## src/rtl/dht11_reader.sv

```systemverilog
// DHT11 single-wire master: start pulse, 40-bit frame capture,
// checksum verification and periodic polling.
module dht11_reader #(
  parameter int unsigned CLK_HZ       = 12_000_000,
  parameter int unsigned START_LOW_US = 20000,
  parameter int unsigned TIMEOUT_US   = 200,
  parameter int unsigned THRESH_US    = 48,
  parameter int unsigned POLL_MS      = 2000
) (
  input  logic       hclk,
  input  logic       rst_n,
  input  logic       trig,
  input  logic       dht_in,
  output logic       dht_oe,
  output logic [7:0] humidity,
  output logic [7:0] temperature,
  output logic       data_valid,
  output logic       busy,
  output logic       err_checksum,
  output logic       err_timeout
);

  localparam int unsigned DIV = CLK_HZ / 1_000_000;
  localparam int unsigned PW  = (DIV > 1) ? $clog2(DIV) : 1;
  localparam int unsigned PLW = $clog2(POLL_MS + 1);

  localparam logic [PW-1:0]  PRE_LAST   = PW'(DIV - 1);
  localparam logic [14:0]    START_LAST = 15'(START_LOW_US - 1);
  localparam logic [14:0]    TMO_LIM    = 15'(TIMEOUT_US);
  localparam logic [14:0]    BIT_THR    = 15'(THRESH_US);
  localparam logic [PLW-1:0] POLL_LAST  = PLW'(POLL_MS);

  typedef enum logic [2:0] {
    S_IDLE,
    S_START_LOW,
    S_REL,
    S_RESP_LO,
    S_RESP_HI,
    S_BIT_LO,
    S_BIT_HI,
    S_CHECK
  } state_t;

  state_t state;
  state_t state_nxt;

  logic           sync1;
  logic           sync2;
  logic           prev;
  logic           rise;
  logic           fall;

  logic [PW-1:0]  pre_cnt;
  logic           us_tick;
  logic [14:0]    phase;
  logic [9:0]     ms_div;
  logic           ms_tick;
  logic [PLW-1:0] poll_cnt;
  logic           poll_due;

  logic [39:0]    frame;
  logic [5:0]     bit_cnt;
  logic [7:0]     sum;
  logic           bit_val;
  logic           timed_out;

  logic           start_rd;
  logic           shift_en;
  logic           tmo;
  logic           load_ok;
  logic           load_bad;

  // Pin synchroniser; idles high like the pulled-up line
  always_ff @(posedge hclk or negedge rst_n) begin
    if (!rst_n) begin
      sync1 <= 1'b1;
      sync2 <= 1'b1;
      prev  <= 1'b1;
    end else begin
      sync1 <= dht_in;
      sync2 <= sync1;
      prev  <= sync2;
    end
  end

  assign rise = sync2 & ~prev;
  assign fall = ~sync2 & prev;

  // Free-running microsecond prescaler
  always_ff @(posedge hclk or negedge rst_n) begin
    if (!rst_n) begin
      pre_cnt <= '0;
    end else if (us_tick) begin
      pre_cnt <= '0;
    end else begin
      pre_cnt <= pre_cnt + 1'b1;
    end
  end

  assign us_tick = (pre_cnt == PRE_LAST);

  // Per-state elapsed microseconds, saturating, zeroed on transitions
  always_ff @(posedge hclk or negedge rst_n) begin
    if (!rst_n) begin
      phase <= '0;
    end else if (state_nxt != state) begin
      phase <= '0;
    end else if (us_tick && (phase != '1)) begin
      phase <= phase + 1'b1;
    end
  end

  assign ms_tick = us_tick && (ms_div == 10'd999);

  // Millisecond divider, realigned whenever a read starts
  always_ff @(posedge hclk or negedge rst_n) begin
    if (!rst_n) begin
      ms_div <= '0;
    end else if (start_rd) begin
      ms_div <= '0;
    end else if (ms_tick) begin
      ms_div <= '0;
    end else if (us_tick) begin
      ms_div <= ms_div + 1'b1;
    end
  end

  // Poll timer; holds its expiry until IDLE can act on it
  always_ff @(posedge hclk or negedge rst_n) begin
    if (!rst_n) begin
      poll_cnt <= '0;
    end else if (start_rd) begin
      poll_cnt <= '0;
    end else if (ms_tick && !poll_due) begin
      poll_cnt <= poll_cnt + 1'b1;
    end
  end

  assign poll_due  = (poll_cnt == POLL_LAST);
  assign timed_out = (phase > TMO_LIM);
  assign bit_val   = (phase > BIT_THR);
  assign sum       = frame[39:32] + frame[31:24]
                   + frame[23:16] + frame[15:8];

  // State register
  always_ff @(posedge hclk or negedge rst_n) begin
    if (!rst_n) begin
      state <= S_IDLE;
    end else begin
      state <= state_nxt;
    end
  end

  // Next state and datapath strobes
  always_comb begin
    state_nxt = state;
    start_rd  = 1'b0;
    shift_en  = 1'b0;
    tmo       = 1'b0;
    load_ok   = 1'b0;
    load_bad  = 1'b0;
    unique case (state)
      S_IDLE: begin
        if (poll_due || trig) begin
          start_rd  = 1'b1;
          state_nxt = S_START_LOW;
        end
      end
      S_START_LOW: begin
        if (us_tick && (phase >= START_LAST)) begin
          state_nxt = S_REL;
        end
      end
      S_REL: begin
        if (fall) begin
          state_nxt = S_RESP_LO;
        end else if (timed_out) begin
          tmo = 1'b1;
        end
      end
      S_RESP_LO: begin
        if (rise) begin
          state_nxt = S_RESP_HI;
        end else if (timed_out) begin
          tmo = 1'b1;
        end
      end
      S_RESP_HI: begin
        if (fall) begin
          state_nxt = S_BIT_LO;
        end else if (timed_out) begin
          tmo = 1'b1;
        end
      end
      S_BIT_LO: begin
        if (rise) begin
          state_nxt = S_BIT_HI;
        end else if (timed_out) begin
          tmo = 1'b1;
        end
      end
      S_BIT_HI: begin
        if (fall) begin
          shift_en  = 1'b1;
          state_nxt = (bit_cnt == 6'd39) ? S_CHECK : S_BIT_LO;
        end else if (timed_out) begin
          tmo = 1'b1;
        end
      end
      S_CHECK: begin
        state_nxt = S_IDLE;
        if (sum == frame[7:0]) begin
          load_ok = 1'b1;
        end else begin
          load_bad = 1'b1;
        end
      end
      default: begin
        state_nxt = S_IDLE;
      end
    endcase
    if (tmo) begin
      state_nxt = S_IDLE;
    end
  end

  // Frame capture, published values and status flags
  always_ff @(posedge hclk or negedge rst_n) begin
    if (!rst_n) begin
      frame        <= '0;
      bit_cnt      <= '0;
      humidity     <= '0;
      temperature  <= '0;
      data_valid   <= 1'b0;
      err_checksum <= 1'b0;
      err_timeout  <= 1'b0;
    end else begin
      data_valid <= load_ok;
      if (start_rd) begin
        frame        <= '0;
        bit_cnt      <= '0;
        err_checksum <= 1'b0;
        err_timeout  <= 1'b0;
      end
      if (shift_en) begin
        frame   <= {frame[38:0], bit_val};
        bit_cnt <= bit_cnt + 1'b1;
      end
      if (tmo) begin
        err_timeout <= 1'b1;
      end
      if (load_bad) begin
        err_checksum <= 1'b1;
      end
      if (load_ok) begin
        humidity    <= frame[39:32];
        temperature <= frame[23:16];
      end
    end
  end

  assign busy   = (state != S_IDLE);
  assign dht_oe = (state == S_START_LOW);

endmodule

```

## config.mk

```make
export PLATFORM = sky130hd
export DESIGN_NAME = dht11_reader
export DESIGN_NICKNAME = d
export VERILOG_FILES = /design/src/rtl/dht11_reader.sv
export SDC_FILE = /design/constraint.sdc
export NUM_CORES = 1
export LEC_CHECK = 0
export BUFFER_PORTS_ARGS = -buffer_cell sky130_fd_sc_hd__buf_2
export CORE_ASPECT_RATIO = 0.75
export CORE_MARGIN = 4
export CORE_UTILIZATION = 51
export CTS_BUF_LIST = sky130_fd_sc_hd__clkbuf_8
export DETAILED_ROUTE_END_ITERATION = 10
export PLACE_DENSITY = 0.74
export SYNTH_ARGS = -nofsm -noshare
export SYNTH_HDL_FRONTEND = slang
export SYNTH_SLANG_ARGS = --single-unit
```

## constraint.sdc

```tcl
create_clock -name hclk -period 8.35 [get_ports hclk]
set_input_delay 1.2525 -clock hclk [delete_from_list [all_inputs] [get_ports hclk]]
set_output_delay 1.2525 -clock hclk [all_outputs]
set_load 0.005 [all_outputs]
```

==> results of run 1 <==
## area by class of cell
| class | instances | area [um2] | share of cell area |
|---|---|---|---|
| inverters | 23 | 86.3 | 0.0139 |
| well taps | 140 | 175 | 0.0282 |
| clock inverters | 5 | 66.3 | 0.0107 |
| clock buffers | 10 | 138 | 0.0222 |
| flip-flops and latches | 111 | 2780 | 0.448 |
| repair buffers | 28 | 153 | 0.0246 |
| multi-input cells | 422 | 2810 | 0.453 |
## stage by stage
stage	hold WS, ns	setup slack, ns	power [uW]
finish	0.363	4.03	914
global route	0.373	3.81	957
global placement	0.347	4.18	595
floorplan	0.345	4.50	580
CTS	0.365	3.99	927
detailed placement	0.349	3.99	597
## metal layers
| layer | GRT usage | share of wire |
|---|---|---|
| met1 | 0.276 | 0.48 |
| met2 | 0.299 | 0.46 |
| met3 | 0.0379 | 0.041 |
| met4 | 0.0500 | 0.014 |
| met5 | 0 | 0 |
## cells in the mapped netlist, types with 4 or more instances
master,n,area (um2)
a21oi_1,16,80.1
buf_1,4,15.0
fa_1,14,280
a211oi_1,4,30.0
xnor2_1,20,175
o22ai_1,8,50.1
nor3_1,9,45.0
ha_1,14,175
inv_1,23,86.3
clkbuf_1,17,63.8
dfrtp_1,108,2700
o21ai_0,49,245
nand2b_1,10,62.6
nand3_1,18,90.1
mux2_2,6,67.6
xor2_1,20,175
nand2_1,98,368
mux2_4,10,150
o31ai_1,5,37.5
and3_1,7,43.8
or3_1,10,62.6
nor2_1,38,143
nand4_1,7,43.8
nor4_1,18,113
## sequential cells by signal (all words and copies together), names as in the netlist, 3 cells and up
| name | count |
|---|---|
| bit_cnt | 6 |
| frame | 40 |
| humidity | 8 |
| ms_div | 10 |
| phase | 15 |
| poll_cnt | 11 |
| pre_cnt | 4 |
| state | 3 |
| temperature | 8 |
## worst min-delay path by stage
stage	startpoint	to	slack [ns]	cells after the start
after floorplan	sync1	sync2	0.35	0
after global placement	sync1	sync2	0.35	0
after detailed placement	sync1	sync2	0.35	0
after CTS	sync1	sync2	0.36	0
after global routing	sync1	sync2	0.37	0
final	sync1	sync2	0.36	0
## power by group
group | internal [uW] | switching (uW)
clock | 148 | 180
sequential | 547 | 9.87
combinational | 9.30 | 18.9
total | 705 | 209
## worst max-delay path, delay by kind of cell (launching register included)
family                     cells  cell delay [ns]
muxes                          1             0.43
AOI/OAI and AO/OA              3             0.71
adders and majority gates      4             1.52
buffers and inverters          3             0.18
DFF                            1             0.44
and+or+nand+nor                2             0.92
## cell families after synthesis
logic type      Yosys count
simple gates            233
flops                   111
compound gates          101
buf+inv                  49
xor+xnor                 42
fa+ha+maj                28
mux                      18
==> impl_metrics.env, run 1 <==
export IMPL_cts_root_buf="clkbuf_8"
export IMPL_rsz0062_at_grt="no"
export IMPL_dp_hpwl_um=8040
export IMPL_critPathRequiredTime_ns=8.62
export IMPL_synthArstFlopShare=1.00
export IMPL_synthFlopType="dfrtp_1"
export IMPL_slowest_delay_ns=0.73
export IMPL_ys_types=56
export IMPL_r2r_end="humidity[0]"
export IMPL_die_w_um=131
export IMPL_cts_buffers=9
export IMPL_port_buffers=24
export IMPL_synth_cells=582
export IMPL_fin_cells=739
export IMPL_fmaxAchievable_mhz=231
export IMPL_final_nets=627
export IMPL_synthToLayoutAreaGrowth_pct=6.62
export IMPL_rr_worst_depth=13
export IMPL_fin_setup_tns_ns=0
export IMPL_utilization=0.563
export IMPL_grt_pass1_vias=4208
export IMPL_p_per_area_nw_per_um2=147
export IMPL_cp_endpoint="humidity[0]"
export IMPL_grt_pass1_wl_um=20600
export IMPL_maxSlewViolCount=0
export IMPL_synth_compound_area_frac=0.104
export IMPL_syn_mean_instance_area_um2=10.0
export IMPL_synth_area_um2=5820
export IMPL_overflow=0
export IMPL_remaining_drc_errors=0
export IMPL_final_cell_mix="dfrtp_1, nand2_1, o21ai_0"
export IMPL_yosys_area_share_simple=0.191
export IMPL_rows=33
export IMPL_ctsResizeCount=0
export IMPL_tightest_slew_ns=1.20
export IMPL_setup_viol=0
export IMPL_ys_seq_area_frac=0.478
export IMPL_wl_per_cell_um=15.9
export IMPL_drt_iter0_drc=367
export IMPL_cts_tree="done"
export IMPL_vias=4238
export IMPL_synthAdderAreaFrac=0.0782
export IMPL_dp_cells=724
export IMPL_cts_hold_buf=0
export IMPL_place_area_um2=6010
export IMPL_p_leak_uw=0.00279
export IMPL_final_cell_area_um2=6210
export IMPL_slew_headroom=0.179
export IMPL_synth_edf_count=0
export IMPL_finalCritPeriodShare=0.518
export IMPL_dr_pass1_iters=4
export IMPL_synth_mux_area_frac=0.0408
export IMPL_antenna_found_initial=0
export IMPL_cp_max_fo=16
export IMPL_cp_arrival_ns=4.59
export IMPL_final_common_cell="dfrtp_1"
export IMPL_synth_warnings=0
export IMPL_crit_type="flop to flop"
export IMPL_end_kind="flop"
export IMPL_period_needed_ns=4.32
export IMPL_clkSinkCount=111
export IMPL_cap_violations=0
export IMPL_routed_via_density=5.73
export IMPL_die_h_um=101
export IMPL_grt_start_max_net_pins=67
export IMPL_hold_path_class="flop to flop"
export IMPL_r2r_slack_ns=4.03
export IMPL_ys_seq_elements=111
export IMPL_layout_drive_gt1_share=0.117
export IMPL_ioPinCount=25
export IMPL_crit_chain="fa_1 -> inv_1 -> fa_1 -> inv_1 -> ha_1 -> inv_1 -> fa_1 -> nand2b_1 -> a211oi_1 -> o21ai_0 -> a211o_1 -> or3b_1 -> mux2_4"
export IMPL_cts_setup_buffers=0
export IMPL_dieArea_um2=13200
export IMPL_clkTransAtPathRegs_ns=0.10
export IMPL_hold_violations=0
export IMPL_finClkSkew_ns=0.0187
export IMPL_clock_latency_ns=0.38
export IMPL_synthesis_nets=614
export IMPL_coreArea_um2=11000
export IMPL_fillers=913
export IMPL_r2r_start="frame[17]"
export IMPL_cp_slowest_cell="or3b_1"
export IMPL_status="completed"
export IMPL_n_antenna_cell=0
export IMPL_start_util=0.528
export IMPL_cp_start_kind="flop"
export IMPL_gp_congestion=0.824
export IMPL_cp_startpoint="frame[17]"
export IMPL_antenna_violating_nets_post_route=0
export IMPL_synth_xor_area_share=0.0679
export IMPL_synth_top_family_by_area="simple AND/OR/NAND/NOR gates"
export IMPL_grtUsageTotal=0.191
export IMPL_postRouteWirelength_um=11700
export IMPL_ctsHtreeMaxLevel=3
export IMPL_ir_worst_vdd_mv=0.0850
export IMPL_clock_path_buffers=2
No activity file was read; power rests on OpenSTA's default activity.
==> run 2, diff against run 1 <==
- ABC_AREA: default -> 1
- clock period: 8.35 -> 4.2 ns (I/O delays scaled with it)
==> impl_metrics.env, run 2 <==
export IMPL_grt_pass1_wl_um=20800
export IMPL_slowest_delay_ns=0.51
export IMPL_cp_endpoint="temperature[0]"
export IMPL_whs_ns=0.168
export IMPL_overflow=0
export IMPL_grtUsageTotal=0.190
export IMPL_ys_types=39
export IMPL_maxSlewViolCount=0
export IMPL_synth_top_cell_area_share=0.460
export IMPL_postRouteWirelength_um=11800
export IMPL_routed_via_density=5.33
export IMPL_status="completed"
export IMPL_drt_iter0_drc=358
export IMPL_finClkSkew_ns=0.0152
export IMPL_period_needed_ns=3.58
export IMPL_cp_arrival_ns=3.86
export IMPL_yosysTopAreaCell="dfrtp_1"
export IMPL_clkTransAtPathRegs_ns=0.11
export IMPL_p_per_area_nw_per_um2=269
export IMPL_wl_met3_um=534
export IMPL_crit_buf_inv=5
export IMPL_met1_length_um=6040
export IMPL_hold_violations=0
export IMPL_r2r_end="temperature[0]"
export IMPL_end_kind="flop"
export IMPL_grt_start_max_net_pins=50
export IMPL_dr_pass1_iters=5
export IMPL_synthToLayoutAreaGrowth_pct=7.39
export IMPL_fin_setup_tns_ns=0
export IMPL_final_cell_mix="nand2_1, inv_1, dfrtp_1"
export IMPL_crit_cells=17
export IMPL_synthFlopType="dfrtp_1"
export IMPL_cp_max_fo=18
export IMPL_p_leak_uw=0.00318
export IMPL_port_buffers=24
export IMPL_crit_chain="fa_1 -> inv_1 -> fa_1 -> inv_1 -> ha_1 -> inv_1 -> fa_1 -> inv_1 -> nand3_1 -> nand3b_1 -> nand2_1 -> xor2_1 -> nor3_4 -> buf_4 -> nand3_4 -> nand2_1 -> nand2_1"
export IMPL_n_antenna_cell=0
export IMPL_critPathRequiredTime_ns=4.47
export IMPL_rsz0062_at_grt="no"
export IMPL_clock_path_buffers=2
export IMPL_r2r_slack_ns=0.62
export IMPL_synth_area_um2=5870
export IMPL_vias=4561
export IMPL_synth_most_common_cell="nand2_1"
export IMPL_rows=33
export IMPL_synth_edf_count=0
export IMPL_dp_cells=841
export IMPL_tightest_slew_ns=0.763
export IMPL_fin_cells=856
export IMPL_die_w_um=132
export IMPL_ctsHtreeMaxLevel=3
export IMPL_syn_mean_instance_area_um2=8.53
export IMPL_largest_reg_flops=40
export IMPL_setup_viol=0
export IMPL_cp_startpoint="frame[17]"
export IMPL_cap_violations=0
export IMPL_top_regs="frame: 40 flops, phase: 15 flops, poll_cnt: 11 flops"
export IMPL_grt_pass1_vias=4445
export IMPL_cts_root_buf="clkbuf_8"
export IMPL_crit_type="flop to flop"
export IMPL_place_area_um2=6130
export IMPL_synth_cells=688
export IMPL_synthArstFlopShare=1.00
export IMPL_slew_headroom=0.490
export IMPL_top_register="frame"
export IMPL_start_util=0.529
export IMPL_final_nets=744
export IMPL_coreArea_um2=11100
export IMPL_cp_start_kind="flop"
export IMPL_final_cell_area_um2=6310
export IMPL_ys_seq_area_frac=0.474
export IMPL_synth_area_top_cells="dfrtp_1, nand2_1, inv_1"
export IMPL_path_delay_family="adder cells"
export IMPL_clock_latency_ns=0.38
export IMPL_cts_setup_buffers=0
export IMPL_die_h_um=101
export IMPL_r2r_start="frame[17]"
export IMPL_cts_tree="done"
export IMPL_wl_per_cell_um=13.8
export IMPL_cts_hold_buf=0
export IMPL_gp_congestion=0.889
export IMPL_ys_seq_elements=111
export IMPL_hold_path_class="input pin to async pin"
export IMPL_rr_worst_depth=17
export IMPL_synth_warnings=0
export IMPL_remaining_drc_errors=0
export IMPL_fmaxAchievable_mhz=279
export IMPL_cp_slowest_cell="fa_1"
export IMPL_dp_hpwl_um=8620
export IMPL_antenna_found_initial=0
export IMPL_synthTopCellsByCount="nand2_1, inv_1, dfrtp_1"
export IMPL_clkSinkCount=111
export IMPL_ir_worst_vdd_mv=0.171
export IMPL_top_layer="met4"
export IMPL_antenna_violating_nets_post_route=0
export IMPL_dieArea_um2=13300
export IMPL_met2_length_um=5100
export IMPL_critPathMostFrequentCell="inv_1"
export IMPL_ioPinCount=25
export IMPL_ctsResizeCount=0
export IMPL_finalCritPeriodShare=0.853
export IMPL_synthesis_nets=720
export IMPL_layout_drive_gt1_share=0.0880
export IMPL_final_common_cell="nand2_1"
export IMPL_cts_buffers=9
## run 2: cell count changes in the layout (fill, tap and decap cells not counted), moves of 17 or more
| cell | delta |
|---|---|
| inv_1 | +92 |
| nand2_1 | +37 |
| o22ai_1 | +32 |
| nor2_1 | +26 |
| o21ai_0 | -24 |
| nand4_1 | +19 |
| nand3_1 | +17 |
| nor4_1 | -17 |
## run 2: layout make-up
cell class | instances | area [um2]
inverter | 115 | 432
multi-input combinational | 444 | 2570
fill | 962 | 4800
timing repair buffer | 31 | 175
tap | 140 | 175
clock buffer | 9 | 124
clock inverter | 6 | 52.6
sequential | 111 | 2780
## run 2: stage by stage
stage | setup slack, ns | util | total power, uW
4_1_cts | 0.621 | 0.568 | 1710
3_3_place_gp | 0.752 | 0.552 | 1120
6_report | 0.618 | 0.568 | 1690
2_1_floorplan | 0.822 | - | 1090
3_5_place_dp | 0.621 | 0.552 | 1120
5_1_grt | 0.315 | 0.568 | 1760
## run 2: routing by layer
metal | track usage | vias to the layer above
met5 | 0 | -
met4 | 0.0452 | 0
met3 | 0.0444 | 15
met2 | 0.295 | 103
met1 | 0.272 | 2161
li1 | - | 2282
## run 2: kinds of logic (layout without fill, tap and decap cells)
| family | Yosys count | after routing | share of synthesized area |
|---|---|---|---|
| and+or+nand+nor | 287 | 287 | 0.218 |
| xor gates and xnor gates | 26 | 26 | 0.0388 |
| adders and majority gates | 28 | 28 | 0.0776 |
| buffers and inverters | 133 | 161 | 0.0893 |
| DFF | 111 | 111 | 0.474 |
| AOI/OAI and AO/OA | 103 | 103 | 0.103 |
## run 2: worst min path at each step
| stage | end | start | cells past startpoint |
|---|---|---|---|
| 6_report | humidity[3] | rst_n | 1 |
| 5_1_grt | humidity[3] | rst_n | 1 |
| 4_1_cts | frame[31] | rst_n | 1 |
| 3_5_place_dp | sync2 | sync1 | 0 |
| 3_3_place_gp | sync2 | sync1 | 0 |
| 2_1_floorplan | bit_cnt[0] | rst_n | 0 |
## run 2: power breakdown
group | internal [uW] | switching, uW | leakage (uW) | total (uW)
Sequential | 1070 | 0.673 | 0.00123 | 1070
Clock | 222 | 376 | 0.0000842 | 598
Combinational | 2.94 | 21.9 | 0.00187 | 24.8
Total | 1300 | 398 | 0.00318 | 1690
==> run 3, diff against run 2 <==
- CTS_BUF_LIST: sky130_fd_sc_hd__clkbuf_8 -> default
==> impl_metrics.env, run 3 (synthesis gave the netlist of run 2 again) <==
export IMPL_cts_buffers=9
export IMPL_p_seq_frac=0.565
export IMPL_synthToLayoutAreaGrowth_pct=9.12
export IMPL_status="completed"
export IMPL_drt_iter0_drc=324
export IMPL_cap_violations=0
export IMPL_grtUsageTotal=0.189
export IMPL_clock_latency_ns=0.34
export IMPL_pre_cts_ws_ns=0.621
export IMPL_p_leak_uw=0.00323
export IMPL_setup_slack_ns=0.625
export IMPL_top_register="frame"
export IMPL_rsz0062_at_grt="no"
export IMPL_port_buffers=24
export IMPL_end_kind="flop"
export IMPL_tightest_slew_ns=0.770
export IMPL_finalCritPeriodShare=0.851
export IMPL_n_antenna_cell=0
export IMPL_cts_hold_buf=0
export IMPL_grt_pass1_wl_um=20900
export IMPL_top_layer="met4"
export IMPL_grt_start_max_net_pins=50
export IMPL_rows=33
export IMPL_cts_tree="done"
export IMPL_finClkSkew_ns=0.00917
export IMPL_ctsResizeCount=0
export IMPL_slew_headroom=0.485
export IMPL_met2_length_um=5120
export IMPL_wl_met3_um=576
export IMPL_dieArea_um2=13300
export IMPL_gp_congestion=0.889
export IMPL_p_clk_frac=0.422
export IMPL_crit_type="flop to flop"
export IMPL_die_h_um=101
export IMPL_comb_power_share=0.013
export IMPL_cts_setup_buffers=0
export IMPL_period_needed_ns=3.57
export IMPL_fin_setup_tns_ns=0
export IMPL_ir_worst_vdd_mv=0.213
export IMPL_start_util=0.529
export IMPL_wl_per_cell_um=13.7
export IMPL_hold_violations=0
export IMPL_maxSlewViolCount=0
export IMPL_overflow=0
export IMPL_routed_via_density=5.33
export IMPL_final_cell_mix="nand2_1, inv_1, dfrtp_1"
export IMPL_crit_chain="fa_1 -> inv_1 -> fa_1 -> inv_1 -> ha_1 -> inv_1 -> fa_1 -> inv_1 -> nand3_1 -> nand3b_1 -> nand2_1 -> xor2_1 -> nor3_4 -> buf_4 -> nand3_4 -> nand2_1 -> nand2_1"
export IMPL_clkTransAtPathRegs_ns=0.08
export IMPL_fmaxAchievable_mhz=280
export IMPL_layout_drive_gt1_share=0.0880
export IMPL_cp_arrival_ns=3.81
export IMPL_critPathMostFrequentCell="inv_1"
export IMPL_clock_path_buffers=2
export IMPL_setup_viol=0
export IMPL_die_w_um=132
export IMPL_cp_slowest_cell="fa_1"
export IMPL_final_nets=744
export IMPL_p_per_area_nw_per_um2=296
export IMPL_antenna_found_initial=0
export IMPL_cts_root_buf="clkbuf_16"
export IMPL_vias=4565
export IMPL_final_common_cell="nand2_1"
export IMPL_cp_max_fo=18
export IMPL_ctsHtreeMaxLevel=3
export IMPL_remaining_drc_errors=0
export IMPL_met1_length_um=5960
export IMPL_p_sw_uw=414
export IMPL_critPathRequiredTime_ns=4.44
export IMPL_slowest_delay_ns=0.51
export IMPL_dp_hpwl_um=8620
export IMPL_largest_reg_flops=40
export IMPL_postRouteWirelength_um=11700
export IMPL_hold_path_class="input pin to async pin"
export IMPL_cp_start_kind="flop"
export IMPL_dr_pass1_iters=7
export IMPL_grt_pass1_vias=4435
export IMPL_coreArea_um2=11100
export IMPL_top_regs="frame: 40 flops, phase: 15 flops, poll_cnt: 11 flops"
export IMPL_clkSinkCount=111
export IMPL_switching_share=0.219
export IMPL_ioPinCount=25
export IMPL_antenna_violating_nets_post_route=0
export IMPL_p_int_uw=1480
run 3: cell counts in the layout (fill, tap and decap cells not counted):
No cell type changed its count.
run 3: metrics by stage:
step / util / cells / hold slack, ns / total power [uW] / area [um2]
final: 0.577 / 856 / 0.211 / 1900 / 6410
after global routing: 0.577 / 856 / 0.227 / 1970 / 6410
after CTS: 0.577 / 856 / 0.216 / 1930 / 6410
after detailed placement: 0.552 / 841 / 0.360 / 1120 / 6130
after global placement: 0.552 / 841 / 0.361 / 1120 / 6130
after floorplan: - / 688 / 0.334 / 1090 / 5870
run 3: worst max-delay path, delay by kind of cell (launching register included):
family	cells	cell delay, ns
XOR/XNOR	1	0.17
buffers and inverters	5	0.50
flip-flops	1	0.43
adder cells (fa/ha/maj)	4	1.52
AND/OR/NAND/NOR	7	0.84
run 3: worst paths after layout:
path / end / slack (ns) / depth (start not counted) / startpoint
worst max-delay path: temperature[0] / 0.63 / 17 / frame[17]
worst min-delay path: humidity[3] / 0.21 / 1 / rst_n
worst min register to register: sync2 / 0.36 / 0 / sync1
min in group hclk: sync2 / 0.36 / 0 / sync1
worst max register to register: temperature[0] / 0.63 / 17 / frame[17]
max in group asynchronous: sync1 / 3.11 / 2 / rst_n
run 3: layout make-up:
class	count	area [um2]
fillers	949	4700
multi-input cells	444	2570
inverters	115	432
well taps	140	175
flip-flops and latches	111	2780
clock inverters	6	52.6
repair buffers	31	175
clock buffers	9	225
run 3: layer usage:
metal,track usage,vias up
li1,-,2283
met1,0.272,2168
met2,0.295,106
met3,0.0449,8
met4,0.0379,0
met5,0,-
run 3: power groups by stage:
stage	clock network, uW	logic (uW)	registers [uW]
after floorplan	0	1.78	1090
after global placement	0	26.1	1090
after detailed placement	0	26.8	1090
after CTS	827	26.9	1070
after global routing	868	30.4	1070
final	801	24.8	1070
